--- src/rtl/pipeline_control_unit_pkg.sv ---
// Shared pipeline control definitions: FSM state codes and the control bundle.
// Latency: n/a (types and constants only).
// Backpressure: n/a.
//
// The control bundle order matches the datapath top, which unpacks it onto the
// PC register and the IF/ID, ID/EX, EX/MEM and MEM/WB enable-gated registers.
package pipeline_control_unit_pkg;

    // Sequencer states. The encoding is binary so the state fits one flop.
    localparam logic [0:0] ST_RUN      = 1'b0;
    localparam logic [0:0] ST_MDU_WAIT = 1'b1;

    // Enable and flush lines for the PC and pipeline registers.
    // A flush loads a NOP/bubble and wins over the enable at the register.
    typedef struct packed {
        logic pc_en;
        logic ifid_en;
        logic idex_en;
        logic exmem_en;
        logic memwb_en;
        logic ifid_flush;
        logic idex_flush;
        logic exmem_flush;
    } pipe_ctrl_t;

    // Every register frozen, nothing flushed (held during reset).
    localparam pipe_ctrl_t CTRL_OFF      = 8'b00000_000;
    // Normal flow: everything advances.
    localparam pipe_ctrl_t CTRL_RUN      = 8'b11111_000;
    // Taken branch: advance, squash the two younger instructions.
    localparam pipe_ctrl_t CTRL_SQUASH   = 8'b11111_110;
    // Load-use: freeze PC and IF/ID, push one bubble into EX.
    localparam pipe_ctrl_t CTRL_BUBBLE   = 8'b00111_010;
    // MDU hold: freeze the front end and EX, drain bubbles into MEM.
    localparam pipe_ctrl_t CTRL_MDU_HOLD = 8'b00011_001;

    // Width of the MDU occupancy counter: it must hold MDU_CYCLES-1.
    function automatic int mdu_cnt_width(input int mdu_cycles);
        return $clog2(mdu_cycles) + 1;
    endfunction

    // A cycle counts as a stall whenever the PC does not advance.
    function automatic logic front_stalled(input pipe_ctrl_t c);
        return !c.pc_en;
    endfunction

endpackage

--- src/rtl/pipeline_control_unit_if.sv ---
// Hazard inputs and pipeline control outputs of the pipeline control unit.
// Latency: n/a (wiring only).
// Backpressure: n/a.
//
// master: the hazard/branch/MDU logic side (drives the hazard inputs).
// slave : the control unit itself (drives enables, flushes, MDU status).
interface pipeline_control_unit_if #(
    parameter int CNT_W = 32
);
    // Hazard and debug inputs.
    logic             branch_taken;
    logic             load_use;
    logic             mdu_start;
    logic             stall_count_clr;

    // Pipeline register controls.
    logic             pc_en;
    logic             ifid_en;
    logic             idex_en;
    logic             exmem_en;
    logic             memwb_en;
    logic             ifid_flush;
    logic             idex_flush;
    logic             exmem_flush;

    // MDU status and stall statistics.
    logic             mdu_busy;
    logic             mdu_capture;
    logic [CNT_W-1:0] stall_count;

    modport master (
        output branch_taken, load_use, mdu_start, stall_count_clr,
        input  pc_en, ifid_en, idex_en, exmem_en, memwb_en,
        input  ifid_flush, idex_flush, exmem_flush,
        input  mdu_busy, mdu_capture, stall_count
    );

    modport slave (
        input  branch_taken, load_use, mdu_start, stall_count_clr,
        output pc_en, ifid_en, idex_en, exmem_en, memwb_en,
        output ifid_flush, idex_flush, exmem_flush,
        output mdu_busy, mdu_capture, stall_count
    );

endinterface

--- src/rtl/pipeline_control_unit_stall_counter.sv ---
// Saturating stall-cycle counter with synchronous clear.
// Latency: count reflects an increment or clear one edge after it is requested.
// Backpressure: none; sticks at all-ones instead of wrapping.
//
// Ports: clk, reset (async, active-low), clr (sync clear, beats inc),
//        inc (count this cycle), count (CNT_W-bit value).
module stall_counter #(
    parameter int CNT_W = 32
) (
    input  logic             clk,
    input  logic             reset,
    input  logic             clr,
    input  logic             inc,
    output logic [CNT_W-1:0] count
);

    localparam logic [CNT_W-1:0] CNT_MAX = {CNT_W{1'b1}};

    always_ff @(posedge clk or negedge reset) begin
        if (!reset) begin
            count <= '0;
        end else if (clr) begin
            count <= '0;
        end else if (inc && (count != CNT_MAX)) begin
            count <= count + CNT_W'(1);
        end
    end

endmodule

--- src/rtl/pipeline_control_unit.sv ---
// Central sequencer for the pipelined MIPS datapath: enables/flushes, MDU hold.
// Latency: controls decode combinationally, stalls act in the same cycle.
// Backpressure: load-use and MDU occupancy freeze PC and front pipe registers.
//
// Ports:
//   clk    - system clock, rising edge
//   reset  - asynchronous, active-low; all controls read 0 while low
//   bus    - slave modport: hazard inputs in, enables/flushes/MDU status out
//
// Parameters:
//   MDU_CYCLES - cycles an MDU op occupies EX, counting its start cycle (>=1)
//   CNT_W      - width of stall_count
module pipeline_control_unit
    import pipeline_control_unit_pkg::*;
#(
    parameter int MDU_CYCLES = 4,
    parameter int CNT_W      = 32
) (
    input  logic                    clk,
    input  logic                    reset,
    pipeline_control_unit_if.slave  bus
);

    localparam int MCW = mdu_cnt_width(MDU_CYCLES);

    // With a single-cycle MDU the op never needs to hold EX.
    localparam logic             MDU_STALLS = (MDU_CYCLES >= 2);
    localparam logic [MCW-1:0]   MDU_LOAD   = MCW'(MDU_CYCLES - 1);
    localparam logic [MCW-1:0]   MDU_LAST   = MCW'(1);

    logic [0:0]     state;
    logic [0:0]     state_nxt;
    logic [MCW-1:0] mdu_cnt;
    logic [MCW-1:0] mdu_cnt_nxt;

    pipe_ctrl_t     ctrl;
    logic           mdu_busy;
    logic           mdu_capture;
    logic           stall_inc;

    // ------------------------------------------------------------------
    // State registers
    // ------------------------------------------------------------------
    always_ff @(posedge clk or negedge reset) begin
        if (!reset) begin
            state   <= ST_RUN;
            mdu_cnt <= '0;
        end else begin
            state   <= state_nxt;
            mdu_cnt <= mdu_cnt_nxt;
        end
    end

    // ------------------------------------------------------------------
    // Next state and output decode
    //
    // mdu_cnt holds the number of EX cycles the MDU op still needs after
    // the current one; the start cycle loads MDU_CYCLES-1 so the op sits
    // in EX for exactly MDU_CYCLES cycles, the last one being the release.
    // Reset gates every output so an aborted MDU op never pulses capture.
    // ------------------------------------------------------------------
    always_comb begin
        state_nxt   = state;
        mdu_cnt_nxt = mdu_cnt;
        ctrl        = CTRL_OFF;
        mdu_busy    = 1'b0;
        mdu_capture = 1'b0;

        if (reset) begin
            case (state)
                ST_RUN: begin
                    if (bus.mdu_start && MDU_STALLS) begin
                        // Hazard inputs are irrelevant: EX is about to be held.
                        ctrl        = CTRL_MDU_HOLD;
                        mdu_busy    = 1'b1;
                        state_nxt   = ST_MDU_WAIT;
                        mdu_cnt_nxt = MDU_LOAD;
                    end else if (bus.branch_taken) begin
                        // The load_use consumer is among the squashed.
                        ctrl = CTRL_SQUASH;
                    end else if (bus.load_use) begin
                        ctrl = CTRL_BUBBLE;
                    end else begin
                        ctrl = CTRL_RUN;
                    end
                end

                ST_MDU_WAIT: begin
                    // All hazard inputs are ignored while the MDU owns EX.
                    if (mdu_cnt > MDU_LAST) begin
                        ctrl        = CTRL_MDU_HOLD;
                        mdu_busy    = 1'b1;
                        mdu_cnt_nxt = mdu_cnt - MCW'(1);
                    end else begin
                        ctrl        = CTRL_RUN;
                        mdu_capture = 1'b1;
                        mdu_cnt_nxt = '0;
                        state_nxt   = ST_RUN;
                    end
                end

                default: begin
                    state_nxt   = ST_RUN;
                    mdu_cnt_nxt = '0;
                end
            endcase
        end
    end

    // ------------------------------------------------------------------
    // Stall statistics
    // ------------------------------------------------------------------
    assign stall_inc = front_stalled(ctrl) && reset;

    stall_counter #(
        .CNT_W (CNT_W)
    ) u_stall_counter (
        .clk   (clk),
        .reset (reset),
        .clr   (bus.stall_count_clr),
        .inc   (stall_inc),
        .count (bus.stall_count)
    );

    // ------------------------------------------------------------------
    // Output unpacking
    // ------------------------------------------------------------------
    assign bus.pc_en       = ctrl.pc_en;
    assign bus.ifid_en     = ctrl.ifid_en;
    assign bus.idex_en     = ctrl.idex_en;
    assign bus.exmem_en    = ctrl.exmem_en;
    assign bus.memwb_en    = ctrl.memwb_en;
    assign bus.ifid_flush  = ctrl.ifid_flush;
    assign bus.idex_flush  = ctrl.idex_flush;
    assign bus.exmem_flush = ctrl.exmem_flush;
    assign bus.mdu_busy    = mdu_busy;
    assign bus.mdu_capture = mdu_capture;

endmodule

--- src/flat_wrapper.sv ---
// flat-port wrapper written by rule: the top's interface ports become plain ports
module pipeline_control_unit_flat import pipeline_control_unit_pkg::*;
#(
    parameter int MDU_CYCLES = 4,
    parameter int CNT_W      = 32
)
  (clk, reset, bus_branch_taken, bus_load_use, bus_mdu_start, bus_stall_count_clr, bus_pc_en, bus_ifid_en, bus_idex_en, bus_exmem_en, bus_memwb_en, bus_ifid_flush, bus_idex_flush, bus_exmem_flush, bus_mdu_busy, bus_mdu_capture, bus_stall_count);
  pipeline_control_unit_if #(.CNT_W(CNT_W)) bus_i ();
  input  logic clk;
  input  logic reset;
  input wire logic [$bits(bus_i.branch_taken)-1:0] bus_branch_taken;
  input wire logic [$bits(bus_i.load_use)-1:0] bus_load_use;
  input wire logic [$bits(bus_i.mdu_start)-1:0] bus_mdu_start;
  input wire logic [$bits(bus_i.stall_count_clr)-1:0] bus_stall_count_clr;
  output wire logic [$bits(bus_i.pc_en)-1:0] bus_pc_en;
  output wire logic [$bits(bus_i.ifid_en)-1:0] bus_ifid_en;
  output wire logic [$bits(bus_i.idex_en)-1:0] bus_idex_en;
  output wire logic [$bits(bus_i.exmem_en)-1:0] bus_exmem_en;
  output wire logic [$bits(bus_i.memwb_en)-1:0] bus_memwb_en;
  output wire logic [$bits(bus_i.ifid_flush)-1:0] bus_ifid_flush;
  output wire logic [$bits(bus_i.idex_flush)-1:0] bus_idex_flush;
  output wire logic [$bits(bus_i.exmem_flush)-1:0] bus_exmem_flush;
  output wire logic [$bits(bus_i.mdu_busy)-1:0] bus_mdu_busy;
  output wire logic [$bits(bus_i.mdu_capture)-1:0] bus_mdu_capture;
  output wire logic [$bits(bus_i.stall_count)-1:0] bus_stall_count;
  assign bus_i.branch_taken = bus_branch_taken;
  assign bus_i.load_use = bus_load_use;
  assign bus_i.mdu_start = bus_mdu_start;
  assign bus_i.stall_count_clr = bus_stall_count_clr;
  assign bus_pc_en = bus_i.pc_en;
  assign bus_ifid_en = bus_i.ifid_en;
  assign bus_idex_en = bus_i.idex_en;
  assign bus_exmem_en = bus_i.exmem_en;
  assign bus_memwb_en = bus_i.memwb_en;
  assign bus_ifid_flush = bus_i.ifid_flush;
  assign bus_idex_flush = bus_i.idex_flush;
  assign bus_exmem_flush = bus_i.exmem_flush;
  assign bus_mdu_busy = bus_i.mdu_busy;
  assign bus_mdu_capture = bus_i.mdu_capture;
  assign bus_stall_count = bus_i.stall_count;
  pipeline_control_unit #(.MDU_CYCLES(MDU_CYCLES), .CNT_W(CNT_W)) u_core (.clk(clk), .reset(reset), .bus(bus_i));
endmodule
--- config.mk ---
export PLATFORM = sky130hd
export DESIGN_NAME = pipeline_control_unit_flat
export DESIGN_NICKNAME = d
export VERILOG_FILES = /design/src/rtl/pipeline_control_unit_pkg.sv /design/src/rtl/pipeline_control_unit_if.sv /design/src/rtl/pipeline_control_unit_stall_counter.sv /design/src/rtl/pipeline_control_unit.sv /design/src/flat_wrapper.sv
export SDC_FILE = /design/constraint.sdc
export NUM_CORES = 1
export LEC_CHECK = 0
export ABC_AREA = 1
export BUFFER_PORTS_ARGS = -buffer_cell sky130_fd_sc_hd__buf_2
export CAP_MARGIN = 10
export CORE_MARGIN = 4
export CORE_UTILIZATION = 26
export DETAILED_ROUTE_END_ITERATION = 10
export SLEW_MARGIN = 20
export SYNTH_ARGS = -nofsm -noshare
export SYNTH_HDL_FRONTEND = slang
export SYNTH_SLANG_ARGS = --single-unit
--- constraint.sdc ---
create_clock -name clk -period 2.4 [get_ports clk]
set_clock_uncertainty 0.15 [all_clocks]
set_input_delay 0.12 -clock clk [delete_from_list [all_inputs] [get_ports clk]]
set_output_delay 0.12 -clock clk [all_outputs]
set_load 0.02 [all_outputs]
Yosys cells after proc, flatten, opt, wreduce, memory -nomap -nowiden
Cells that the tools add are included.

Memory bits (writable): 0. Register bits: 36. Bits in latches: 0. Memories: 0. Bits in read-only memories: 0. Bits of input ports: 6. Logic and storage cells: 32. Output and inout bits: 42.

Bitwise logic cells: 1. Equality and inequality tests: 2. Reductions and logical operators: 5. Multipliers: 0. Shift-type cells: 0. Mux-type cells: 18. Divide/modulo/power cells: 0. $add $sub $neg: 2. $lt $le $gt $ge: 1.

Operators with widths (count): 2-to-1 mux 32 bit (2); 2-to-1 mux 8 bit (5); adder 32 x 1 -> 32 bit (second input constant) (1); != test 32 bit (second input constant) (1); case mux 8 bit (2 select lines) (1); 2-to-1 mux 1 bit (6); 2-to-1 mux 3 bit (2); case mux 3 bit (2 select lines) (1); > comparator 3 x 1 -> 1 bit (second input constant) (1); subtractor 3 x 1 -> 3 bit (second input constant) (1); logical AND 1 bit (2); != test 2 bit (second input constant) (1); case mux 1 bit (2 select lines) (1); AND reduction 2 bit (1); nonzero test 2 bit (1); logical NOT 1 bit (1); NOT 1 bit (1).

Depth between registers and ports, before layout
Gate-level depths: netlist of run 1.

Word-level depth: 10. Gate-level depth with buffers: 11. Gate-level depth less buffers: 11.

By module
Synthesis of run 1 repeated with hierarchy kept, for this count alone.

Cell total of the unflattened synthesis: 398. Area total of the unflattened synthesis: 2588.7 µm².

Modules (own cells, without submodules): stall_counter (cells an instance 345, instances 1, seq. area each 800.8 µm², area each 2243.4 µm²); pipeline_control_unit (cells an instance 53, instances 1, seq. area each 100.1 µm², area each 345.3 µm²).

Worst setup path after synthesis of run 1
Ideal clock, no wire load.

Kind: register -> register. Start: register u_core.u_stall_counter.count[0]. End: register u_core.u_stall_counter.count[28]. Period minus slack after synthesis: 1.972 ns. Path slack: 0.428 ns. Buffers on the path: 1. Stages on the path, launching flop included: 12. Data required time: 2.133 ns. Arrival: 1.704 ns. Setup time: 0.117 ns. Cells stage by stage: dfrtp_1 -> ha_1 -> nand2_2 -> nor2_4 -> nand2_4 -> nor2_4 -> nand2_2 -> nand3_4 -> nand2_4 -> buf_6 -> nand2_1 -> nand2_1.

Cells in the longest elaborated chain, start to end: 3. Elaborated cells between the ends (all ways): 6. Classes of those cells: 1 x add/sub; 1 x eq/ne; 2 x mux; 2 x reduce/logical.

RTL lines: start, declared (line pipeline_control_unit_stall_counter.sv:14) `output logic [CNT_W-1:0] count`; start signal, assigned (line pipeline_control_unit_stall_counter.sv:25) `count <= count + CNT_W'(1);`; adder 32 x 1 -> 32 bit or != test 32 bit (tied branches) (line pipeline_control_unit_stall_counter.sv:25, pipeline_control_unit_stall_counter.sv:24); 2-to-1 mux 32 bit or logical AND 1 bit (tied branches) (line pipeline_control_unit_stall_counter.sv:24) `end else if (inc && (count != CNT_MAX)) begin`; 2-to-1 mux 32 bit or nonzero test 2 bit (tied branches).

Parallel ways exist; a longest one is shown, timed or not. The select of a mux whose other input is x is not followed. A chain may end at the register's enable or synchronous reset.

Worst setup path in the final report of run 1
Start: register u_core.u_stall_counter.count[1]. End: register u_core.u_stall_counter.count[20].

The elaborated chain is that of the path after synthesis.

==> flow_summary.json, run 1 <==
{
  "grt_max_degree": 38,
  "period_minus_slack_ns": 2.11,
  "hold_ws_ns": 0.174,
  "post-cts-setup-buffers": 0,
  "placed_cell_area_sq_um": 3020,
  "place_ws_ns": 0.279,
  "yosysWarnings": 0,
  "dr.pass1.iters": 5,
  "dp_hpwl_um": 5680,
  "drc": 0,
  "core_sq_um": 9910,
  "slew_violations": 0,
  "path_class": "flip-flop to flip-flop",
  "path_delay_family": "simple AND/OR/NAND/NOR gates",
  "p_switching_uw": 582,
  "row_count": 36,
  "multi_input_area_sq_um": 1550,
  "synth_top_area_share_pct": 33.4,
  "drv_cap": 0,
  "p_sw_share_pct": 36.6,
  "p_per_area_nw_per_um2": 510,
  "synthFlopType": "dfrtp_1",
  "ff2ff_setup_slack_ns": 0.29,
  "grt_pass1_vias": 2630,
  "hold_path_end": "u_core.u_stall_counter.count[12]",
  "leakage_nw": 1.53,
  "critPathArrivalTime_ns": 2.15,
  "fin_area_sq_um": 3120,
  "synth_area_leaders": "dfrtp_1 33%, nand2_1 25%, nor2_1 13%",
  "numPortBuffers": 47,
  "ir_drop_uv": 399,
  "antenna_found_initial": 0,
  "synthTopCellsByCount": "179 x nand2_1, 91 x nor2_1, 47 x nand3_1, 36 x dfrtp_1, 34 x inv_1",
  "die-area_sq_um": 12100,
  "cts.sinks": 36,
  "ios": 48,
  "ys_seq_area_share_pct": 33.4,
  "routed_wl_um": 7300,
  "worst-path-buf-inv": 0,
  "p_clk_share_pct": 28.8,
  "r2r_start": "u_core.u_stall_counter.count[1]",
  "tightest_slew_ns": 0.463,
  "tritoncts": "yes",
  "ctsHtreeMaxLevel": 2,
  "hold_start": "bus_stall_count_clr",
  "synth_cell_types": 22,
  "drive_above_1_share_pct": 14.4,
  "clock_path_buffers": 2,
  "track_usage_pct": 12.9,
  "grt_remaining_overflow": 0,
  "path_cells": "ha_1 > nand2_2 > nor2_4 > nand2_4 > nor2_4 > nand2_2 > nand3_4 > nand2_4 > nand2_1 > nand2_1",
  "fin_tns_setup_ns": 0,
  "cp_slowest_cell": "dfrtp_1",
  "drtIter0Drc": 94,
  "chipHeight_um": 110,
  "vias": 2761,
  "critPathMaxStageDelay_ns": 0.41,
  "fill_cells": 1144,
  "synth_edf_count": 0,
  "cts-root-buf": "clkbuf_8",
  "postSynthAreaPerCell_sq_um": 6.11,
  "internal_power_mw": 1.01,
  "finalHoldViolCount": 0,
  "r2r.worst_path.cells": 10,
  "r2r_end": "u_core.u_stall_counter.count[20]",
  "rsz0062_at_grt": "false",
  "finalSetupViolCount": 0,
  "cp_max_fo": 34,
  "synthMostInstantiatedCell": "nand2_1",
  "power_frac_seq_pct": 42.8,
  "async_flop_share_pct": 100,
  "start_util_pct": 27.2,
  "clk_latency_ns": 0.29,
  "detail-route-antenna-nets": 0,
  "post-route-period-util_pct": 87.9,
  "final_nets": 494,
  "regArea_sq_um": 901,
  "vias_per_cell": 4.46,
  "cp-end-kind": "flip-flop",
  "clk_transition_reported_paths_ns": 0.07,
  "hold_class": "input port to flip-flop",
  "syn_nets": 450,
  "max_freq_mhz": 474,
  "crit_required_ns": 2.44,
  "grt_pass1_wl_um": 12300,
  "area_growth_pct": 16.0,
  "combPwrFrac_pct": 28.4,
  "syn_inst": 441,
  "yosysTopAreaCell": "dfrtp_1",
  "layout_setup_ws_ns": 0.290,
  "wl_per_cell_um": 11.8,
  "die_w_um": 110,
  "synth-seq-cells": 36,
  "cp-start-kind": "flip-flop",
  "gp_congestion": 0.927,
  "antenna_cells": 0,
  "outcome": "finished, final reports clean",
  "slew_headroom_pct": 69.1,
  "cts_made_buffers": 5,
  "hold_depth": 5,
  "syn_area_sq_um": 2690
}
==> flip-flops by register name, summed over array words and instances, names as in the netlist <==
signal	flops
u_core.mdu_cnt	3
u_core.state	1
u_core.u_stall_counter.count	32
==> cell usage in the layout (no fill, tap or decap), drive strengths merged <==
| cell | count |
|---|---|
| clkbuf | 8 |
| nor3b | 3 |
| nand3 | 48 |
| dlygate4sd3 | 1 |
| xnor2 | 8 |
| xor2 | 2 |
| nor2 | 94 |
| dfrtp | 36 |
| buf | 53 |
| o21ai | 11 |
| nand2 | 183 |
| a21oi | 1 |
| ha | 3 |
| inv | 35 |
==> power by group through the flow <==
stage	logic (mW)	clock network, mW	registers [mW]
2_1_floorplan	0.354	0	0.703
3_3_place_gp	0.456	0	0.691
3_5_place_dp	0.455	0	0.692
4_1_cts	0.458	0.473	0.681
5_1_grt	0.512	0.499	0.689
6_report	0.452	0.459	0.682
==> worst max path at each step <==
stage | startpoint | to | slack, ns | depth (start not counted)
2_1_floorplan | u_core.u_stall_counter.count[0] | u_core.u_stall_counter.count[28] | 0.43 | 11
3_3_place_gp | u_core.u_stall_counter.count[1] | u_core.u_stall_counter.count[3] | 0.34 | 10
3_5_place_dp | u_core.u_stall_counter.count[1] | u_core.u_stall_counter.count[10] | 0.28 | 10
4_1_cts | u_core.u_stall_counter.count[1] | u_core.u_stall_counter.count[10] | 0.27 | 10
5_1_grt | u_core.u_stall_counter.count[1] | u_core.u_stall_counter.count[0] | 0.06 | 10
6_report | u_core.u_stall_counter.count[1] | u_core.u_stall_counter.count[20] | 0.29 | 10
==> stage by stage <==
step                      cells  util, %  total power [mW]
after detailed placement    610     30.5              1.15
after global routing        619     31.5              1.70
after global placement      610     30.5              1.15
after floorplan             441        -              1.06
after CTS                   619     31.5              1.61
final                       619     31.5              1.59
==> metal layers <==
metal / vias up / share of wire [%] / GRT usage, %
met4: 0 / 0.88 / 3.74
li1: 1445 / - / -
met3: 9 / 5.7 / 3.05
met1: 1249 / 49 / 17.2
met2: 58 / 44 / 20.5
met5: - / 0 / 0
==> worst register-to-register path, delay by kind of cell (launching register included) <==
family | cells | cell delay (ns)
adders and majority gates | 1 | 0.24
DFF | 1 | 0.41
and+or+nand+nor | 9 | 1.21
==> cell families after synthesis <==
| logic type | synth area share, % |
|---|---|
| compound gates | 2.51 |
| xor+xnor | 3.25 |
| fa+ha+maj | 1.39 |
| buf+inv | 9.20 |
| flops | 33.4 |
| simple gates | 50.2 |
==> repair_timing <==
item,4_1_cts,5_1_grt
hold endpoints to repair,36,0
endpoints found under the setup margin,0,0
gates resized for setup,0,0
hold buffers,1,0
==> layout make-up <==
cell class	count	share of cell area, %
Clock buffer	8	2.88
Inverter	35	4.21
Tap cell	133	5.33
Timing Repair Buffer	54	9.29
Sequential cell	36	28.8
Multi-Input combinational cell	353	49.5
Note: power is estimated with default switching activity, not from simulation.
==> inputs of run 2 (changes only) <==
--- a/config.mk
+++ b/config.mk
@@ -11,6 +11,7 @@
 export CORE_MARGIN = 4
 export CORE_UTILIZATION = 26
 export DETAILED_ROUTE_END_ITERATION = 10
+export SETUP_SLACK_MARGIN = 0.5
 export SLEW_MARGIN = 20
 export SYNTH_ARGS = -nofsm -noshare
 export SYNTH_HDL_FRONTEND = slang
==> run 2 against run 1 <==
  * Highest routed layer unchanged
  * Non-clock buffer count is 18 higher
  * Sequential cell count unchanged
  * Total power up 19%
  * Utilization increased by 4.3 points
  * Register-to-register slack better by 0.28 ns
  * Clock-buffer cell count decreased by 1
==> flow_summary.json, run 2 (synthesis results as in run 1) <==
{
  "outcome": "finished, final reports clean",
  "grt_remaining_overflow": 0,
  "die_w_um": 110,
  "hold_class": "input port to flip-flop",
  "path_delay_family": "simple AND/OR/NAND/NOR gates",
  "cp-end-kind": "flip-flop",
  "track_usage_pct": 15.1,
  "cp_max_fo": 9,
  "worst-path-buf-inv": 1,
  "largest_register_ffs": 32,
  "power_frac_seq_pct": 36.2,
  "vias": 3001,
  "p_sw_share_pct": 38.6,
  "met3_usage_pct": 2.82,
  "antenna_found_initial": 0,
  "cp_common_cell": "nand2_4",
  "grt-busiest-layer": "met2",
  "combPwrFrac_pct": 40.9,
  "grtUsageMet2_pct": 25.6,
  "cts.sinks": 36,
  "grt_pass1_wl_um": 14500,
  "drtIter0Drc": 153,
  "drv_cap": 0,
  "clk_latency_ns": 0.30,
  "final_common_cell": "nand2_1",
  "grt_max_degree": 38,
  "critPathMaxStageDelay_ns": 0.40,
  "path_cells": "ha_4 > nand2_4 > nor2_4 > nand2_4 > nor2_4 > nand2_4 > nand3_4 > buf_12 > nand2_8 > nand2_2 > nand2_1",
  "fin_area_sq_um": 3550,
  "ir_drop_uv": 485,
  "largest-register": "u_core.u_stall_counter.count",
  "slew_headroom_pct": 27.1,
  "crit_required_ns": 2.43,
  "tightest_slew_ns": 1.09,
  "grt_use_met1_pct": 19.5,
  "leakage_nw": 1.68,
  "die-area_sq_um": 12100,
  "rsz0062_at_grt": "true",
  "gp_congestion": 0.976,
  "antenna_cells": 0,
  "row_count": 36,
  "placed_cell_area_sq_um": 3010,
  "fin_tns_setup_ns": 0,
  "detail-route-antenna-nets": 0,
  "slew_violations": 0,
  "tritoncts": "yes",
  "p_clk_share_pct": 22.9,
  "dr.pass1.iters": 4,
  "ctsHtreeMaxLevel": 2,
  "cp_slowest_cell": "dfrtp_2",
  "ios": 48,
  "drive_above_1_share_pct": 29.9,
  "critPathArrivalTime_ns": 1.87,
  "cp-start-kind": "flip-flop",
  "clk_transition_reported_paths_ns": 0.07,
  "final_cell_mix": "153 x nand2_1, 84 x nor2_1, 47 x nand3_1",
  "start_util_pct": 27.2,
  "final_nets": 516,
  "period_minus_slack_ns": 1.83,
  "vias_per_cell": 4.68,
  "cts-root-buf": "clkbuf_8",
  "cts_made_buffers": 5,
  "max_freq_mhz": 545,
  "grt_pass1_vias": 3013,
  "area_growth_pct": 31.9,
  "finalHoldViolCount": 0,
  "p_per_area_nw_per_um2": 535,
  "finalSetupViolCount": 0,
  "chipHeight_um": 110,
  "largestRegisters": "u_core.u_stall_counter.count x32, u_core.mdu_cnt x3, u_core.state x1",
  "fill_cells": 1098,
  "p_switching_uw": 735,
  "drc": 0,
  "clock_path_buffers": 2,
  "post-route-period-util_pct": 76.4,
  "numPortBuffers": 47,
  "path_class": "flip-flop to flip-flop",
  "routed_wl_um": 8590,
  "core_sq_um": 9910,
  "dp_hpwl_um": 5760,
  "internal_power_mw": 1.17,
  "wl_per_cell_um": 13.4
}
run 2: cell count changes in the layout (fill, tap and decap cells not counted), sizes merged:
cell	delta
buf	+17
nand2	+3
clkbuf	-1
bufbuf	+1
nand3	+1
clkinv	+1
run 2: cell type report:
cell class | count | area (sq um) | area share [%]
Clock buffer | 7 | 76.3 | 2.15
Clock inverter | 1 | 5.00 | 0.141
Inverter | 35 | 131 | 3.70
Multi-Input combinational cell | 357 | 1750 | 49.3
Sequential cell | 36 | 928 | 26.1
Tap cell | 133 | 166 | 4.68
Timing Repair Buffer | 72 | 494 | 13.9
run 2: worst paths after layout:
path	endpoint	depth (start not counted)	slack (ns)	from
worst max-delay path	u_core.u_stall_counter.count[14]	11	0.57	u_core.u_stall_counter.count[1]
worst min-delay path	u_core.u_stall_counter.count[11]	4	0.15	reset
worst max register to register	u_core.u_stall_counter.count[14]	11	0.57	u_core.u_stall_counter.count[1]
worst min register to register	u_core.u_stall_counter.count[15]	2	0.43	u_core.u_stall_counter.count[15]
max in group asynchronous	u_core.u_stall_counter.count[14]	3	1.31	reset
min in group asynchronous	u_core.state	3	0.42	reset
run 2: what timing repair did:
action | in CTS | in global routing
hold endpoints to repair | 36 | 0
endpoints found under the setup margin | 33 | 36
resized for setup | 32 | 43
pin swaps | 12 | 13
setup buffers | 14 | 5
gates cloned | 5 | 0
hold buffers | 1 | 0
run 2: layer usage:
layer	part of all wire (%)	vias up
met5	0	-
met4	1.5	0
met3	7.6	14
met2	46	110
met1	44	1385
li1	-	1492
run 2: worst min-delay path: cells and delay by family:
family	cells	cell delay [ns]
buffers and inverters	1	0.16
AND/OR/NAND/NOR	3	0.27
run 2: through the flow:
stage / worst slack, ns / total power, mW / hold slack [ns] / util [%] / cells
6_report: 0.566 / 1.90 / 0.151 / 35.8 / 641
5_1_grt: 0.464 / 2.01 / 0.204 / 35.8 / 641
4_1_cts: 0.501 / 1.85 / 0.152 / 34.5 / 636
3_5_place_dp: 0.232 / 1.15 / 0.201 / 30.4 / 608
3_3_place_gp: 0.299 / 1.14 / 0.186 / 30.4 / 608
2_1_floorplan: 0.528 / 1.06 / -0.326 / - / 441
run 2: power by group through the flow:
stage | clock network, mW | registers (mW) | logic (mW)
after detailed placement | 0 | 0.702 | 0.449
final | 0.436 | 0.689 | 0.777
after floorplan | 0 | 0.705 | 0.354
after global placement | 0 | 0.700 | 0.442
after global routing | 0.471 | 0.694 | 0.844
after CTS | 0.447 | 0.684 | 0.715
==> inputs of run 3 (changes only) <==
==> constraint.sdc (replaced) <==
create_clock -name clk -period 1.45 [get_ports clk]
set_clock_uncertainty 0.15 [all_clocks]
set_input_delay 0.0725 -clock clk [delete_from_list [all_inputs] [get_ports clk]]
set_output_delay 0.0725 -clock clk [all_outputs]
set_load 0.02 [all_outputs]
==> run 3 against run 2 <==
  * The flow now finishes with violations (hold timing, setup timing)
  * Total power is 86% higher
  * Cell count is 12% higher
  * Critical path depth is 3 lower
  * Global-route usage is 0.53 points higher
  * Clock power is 79% higher
  * Critical path type is now flip-flop to output port
==> flow_summary.json, run 3 (synthesis results as in run 1) <==
{
  "critPathMaxStageDelay_ns": 0.42,
  "dr.pass1.iters": 4,
  "dpl.cell_count": 688,
  "final_cell_mix": "171 x nand2_1, 86 x buf_6, 75 x nor2_1",
  "antenna_found_initial": 0,
  "cts_made_buffers": 5,
  "max_freq_mhz": 563,
  "p_sw_share_pct": 36.6,
  "fin_util_pct": 45.5,
  "critPathArrivalTime_ns": 1.55,
  "grt_pass1_vias": 3181,
  "largest-register": "u_core.u_stall_counter.count",
  "final_common_cell": "nand2_1",
  "drv_cap": 0,
  "period_minus_slack_ns": 1.78,
  "violations": "hold timing, setup timing",
  "drtIter0Drc": 120,
  "grt_max_degree": 33,
  "area_growth_pct": 67.5,
  "grt_remaining_overflow": 0,
  "slew_violations": 0,
  "antenna_cells": 0,
  "grt_use_met1_pct": 19.4,
  "r2r_start": "u_core.mdu_cnt[0]",
  "hold_ws_ns": -0.423,
  "grt-busiest-layer": "met2",
  "final_nets": 595,
  "cts-root-buf": "clkbuf_8",
  "clk_latency_ns": 0.29,
  "p_switching_mw": 1.29,
  "crit_start": "u_core.mdu_cnt[0]",
  "layout_setup_ws_ns": -0.326,
  "hold_class": "input port to async pin",
  "grtUsageMet2_pct": 26.9,
  "p_clk_share_pct": 22.0,
  "ff2ff_setup_slack_ns": -0.31,
  "cp-start-kind": "flip-flop",
  "die-area_sq_um": 12100,
  "chipHeight_um": 110,
  "wl_per_cell_um": 12.7,
  "grt_pass1_wl_um": 14900,
  "cp-end-kind": "output port",
  "die_w_um": 110,
  "cts.sinks": 36,
  "dp_hpwl_um": 6680,
  "p_total_mw": 3.54,
  "clk_transition_reported_paths_ns": 0.08,
  "row_count": 36,
  "gp_congestion": 0.916,
  "final_cells": 720,
  "slew_headroom_pct": 76.0,
  "ios": 48,
  "largest_register_ffs": 32,
  "met3_usage_pct": 3.70,
  "tritoncts": "yes",
  "path_class": "flip-flop to output port",
  "internal_power_mw": 2.24,
  "outcome": "finished, violations left",
  "tightest_slew_ns": 0.360,
  "cp_common_cell": "inv_4",
  "ctsHtreeMaxLevel": 2,
  "worst-path-buf-inv": 4,
  "p_per_area_nw_per_um2": 784,
  "rsz0062_at_grt": "true",
  "finalHoldViolCount": 36,
  "combPwrFrac_pct": 45.7,
  "drc": 0,
  "core_sq_um": 9910,
  "detail-route-antenna-nets": 0,
  "vias_per_cell": 4.46,
  "finalSetupViolCount": 44,
  "start_util_pct": 27.2,
  "largestRegisters": "u_core.u_stall_counter.count x32, u_core.mdu_cnt x3, u_core.state x1",
  "clock_path_buffers": 2,
  "leakage_nw": 2.15,
  "r2r_end": "u_core.u_stall_counter.count[12]",
  "r2r.worst_path.cells": 10,
  "post-route-period-util_pct": 122,
  "cp_max_fo": 3,
  "track_usage_pct": 15.6,
  "vias": 3208,
  "routed_wl_um": 9130,
  "drive_above_1_share_pct": 36.1,
  "cp_slowest_cell": "dfrtp_1",
  "ir_drop_uv": 786,
  "crit_required_ns": 1.23,
  "numPortBuffers": 47,
  "path_cells": "ha_4 > o21ai_2 > buf_4 > nor2_4 > inv_4 > nand2_4 > inv_4 > buf_6",
  "power_frac_seq_pct": 32.3,
  "path_delay_family": "flip-flops"
}
run 3: worst max-delay path by stage:
stage,endpoint,cells past startpoint
after detailed placement,u_core.u_stall_counter.count[30],10
after floorplan,u_core.u_stall_counter.count[28],11
final,bus_mdu_busy,8
after global placement,u_core.u_stall_counter.count[30],10
after global routing,u_core.u_stall_counter.count[26],10
after CTS,bus_mdu_busy,8
run 3: timing repair:
action                                  CTS  global route
endpoints found under the hold margin    36            36
cloned                                    0             0
endpoints found under the setup margin   76            77
pin swaps                                 8             2
setup buffers                            12            12
resized for setup                       133            27
run 3: power groups by stage:
stage | Clock, mW | Sequential [mW] | Combinational [mW]
4_1_cts | 0.809 | 1.14 | 1.53
2_1_floorplan | 0 | 1.19 | 0.694
6_report | 0.779 | 1.14 | 1.62
3_3_place_gp | 0 | 1.15 | 1.09
5_1_grt | 0.852 | 1.15 | 1.74
3_5_place_dp | 0 | 1.16 | 1.11
run 3: layer usage:
metal  up-vias  part of all wire (%)
met5         -                     0
met4         0                  0.91
met3         7                   5.1
met2        66                    50
met1      1490                    44
li1       1645                     -
run 3: final cells by class:
class / count / area, sq um
Sequential cell: 36 / 906
Clock inverter: 2 / 10.0
Tap cell: 133 / 166
Inverter: 35 / 136
Fill cell: 1002 / 5400
Multi-Input combinational cell: 353 / 1710
Clock buffer: 6 / 82.6
Timing Repair Buffer: 155 / 1500
run 3: worst register-to-register path: stages (launching register included):
cell and delay, ns:
dfrtp_1 0.42, ha_4 0.17, o21ai_2 0.14, nand2_1 0.11, nand2_2 0.08, buf_4 0.13, nand3_4 0.11, nand2_4 0.12
buf_12 0.15, nand2_1 0.07, nand2_1 0.06
run 3: per-stage QoR:
stage	setup slack [ns]	cell area [sq um]	setup TNS, ns
6_report	-0.326	4510	-11.99
3_3_place_gp	-0.323	3720	-8.25
2_1_floorplan	-0.351	2780	-10.99
5_1_grt	-0.388	4510	-15.11
3_5_place_dp	-0.354	3720	-9.37
4_1_cts	-0.301	4330	-11.18
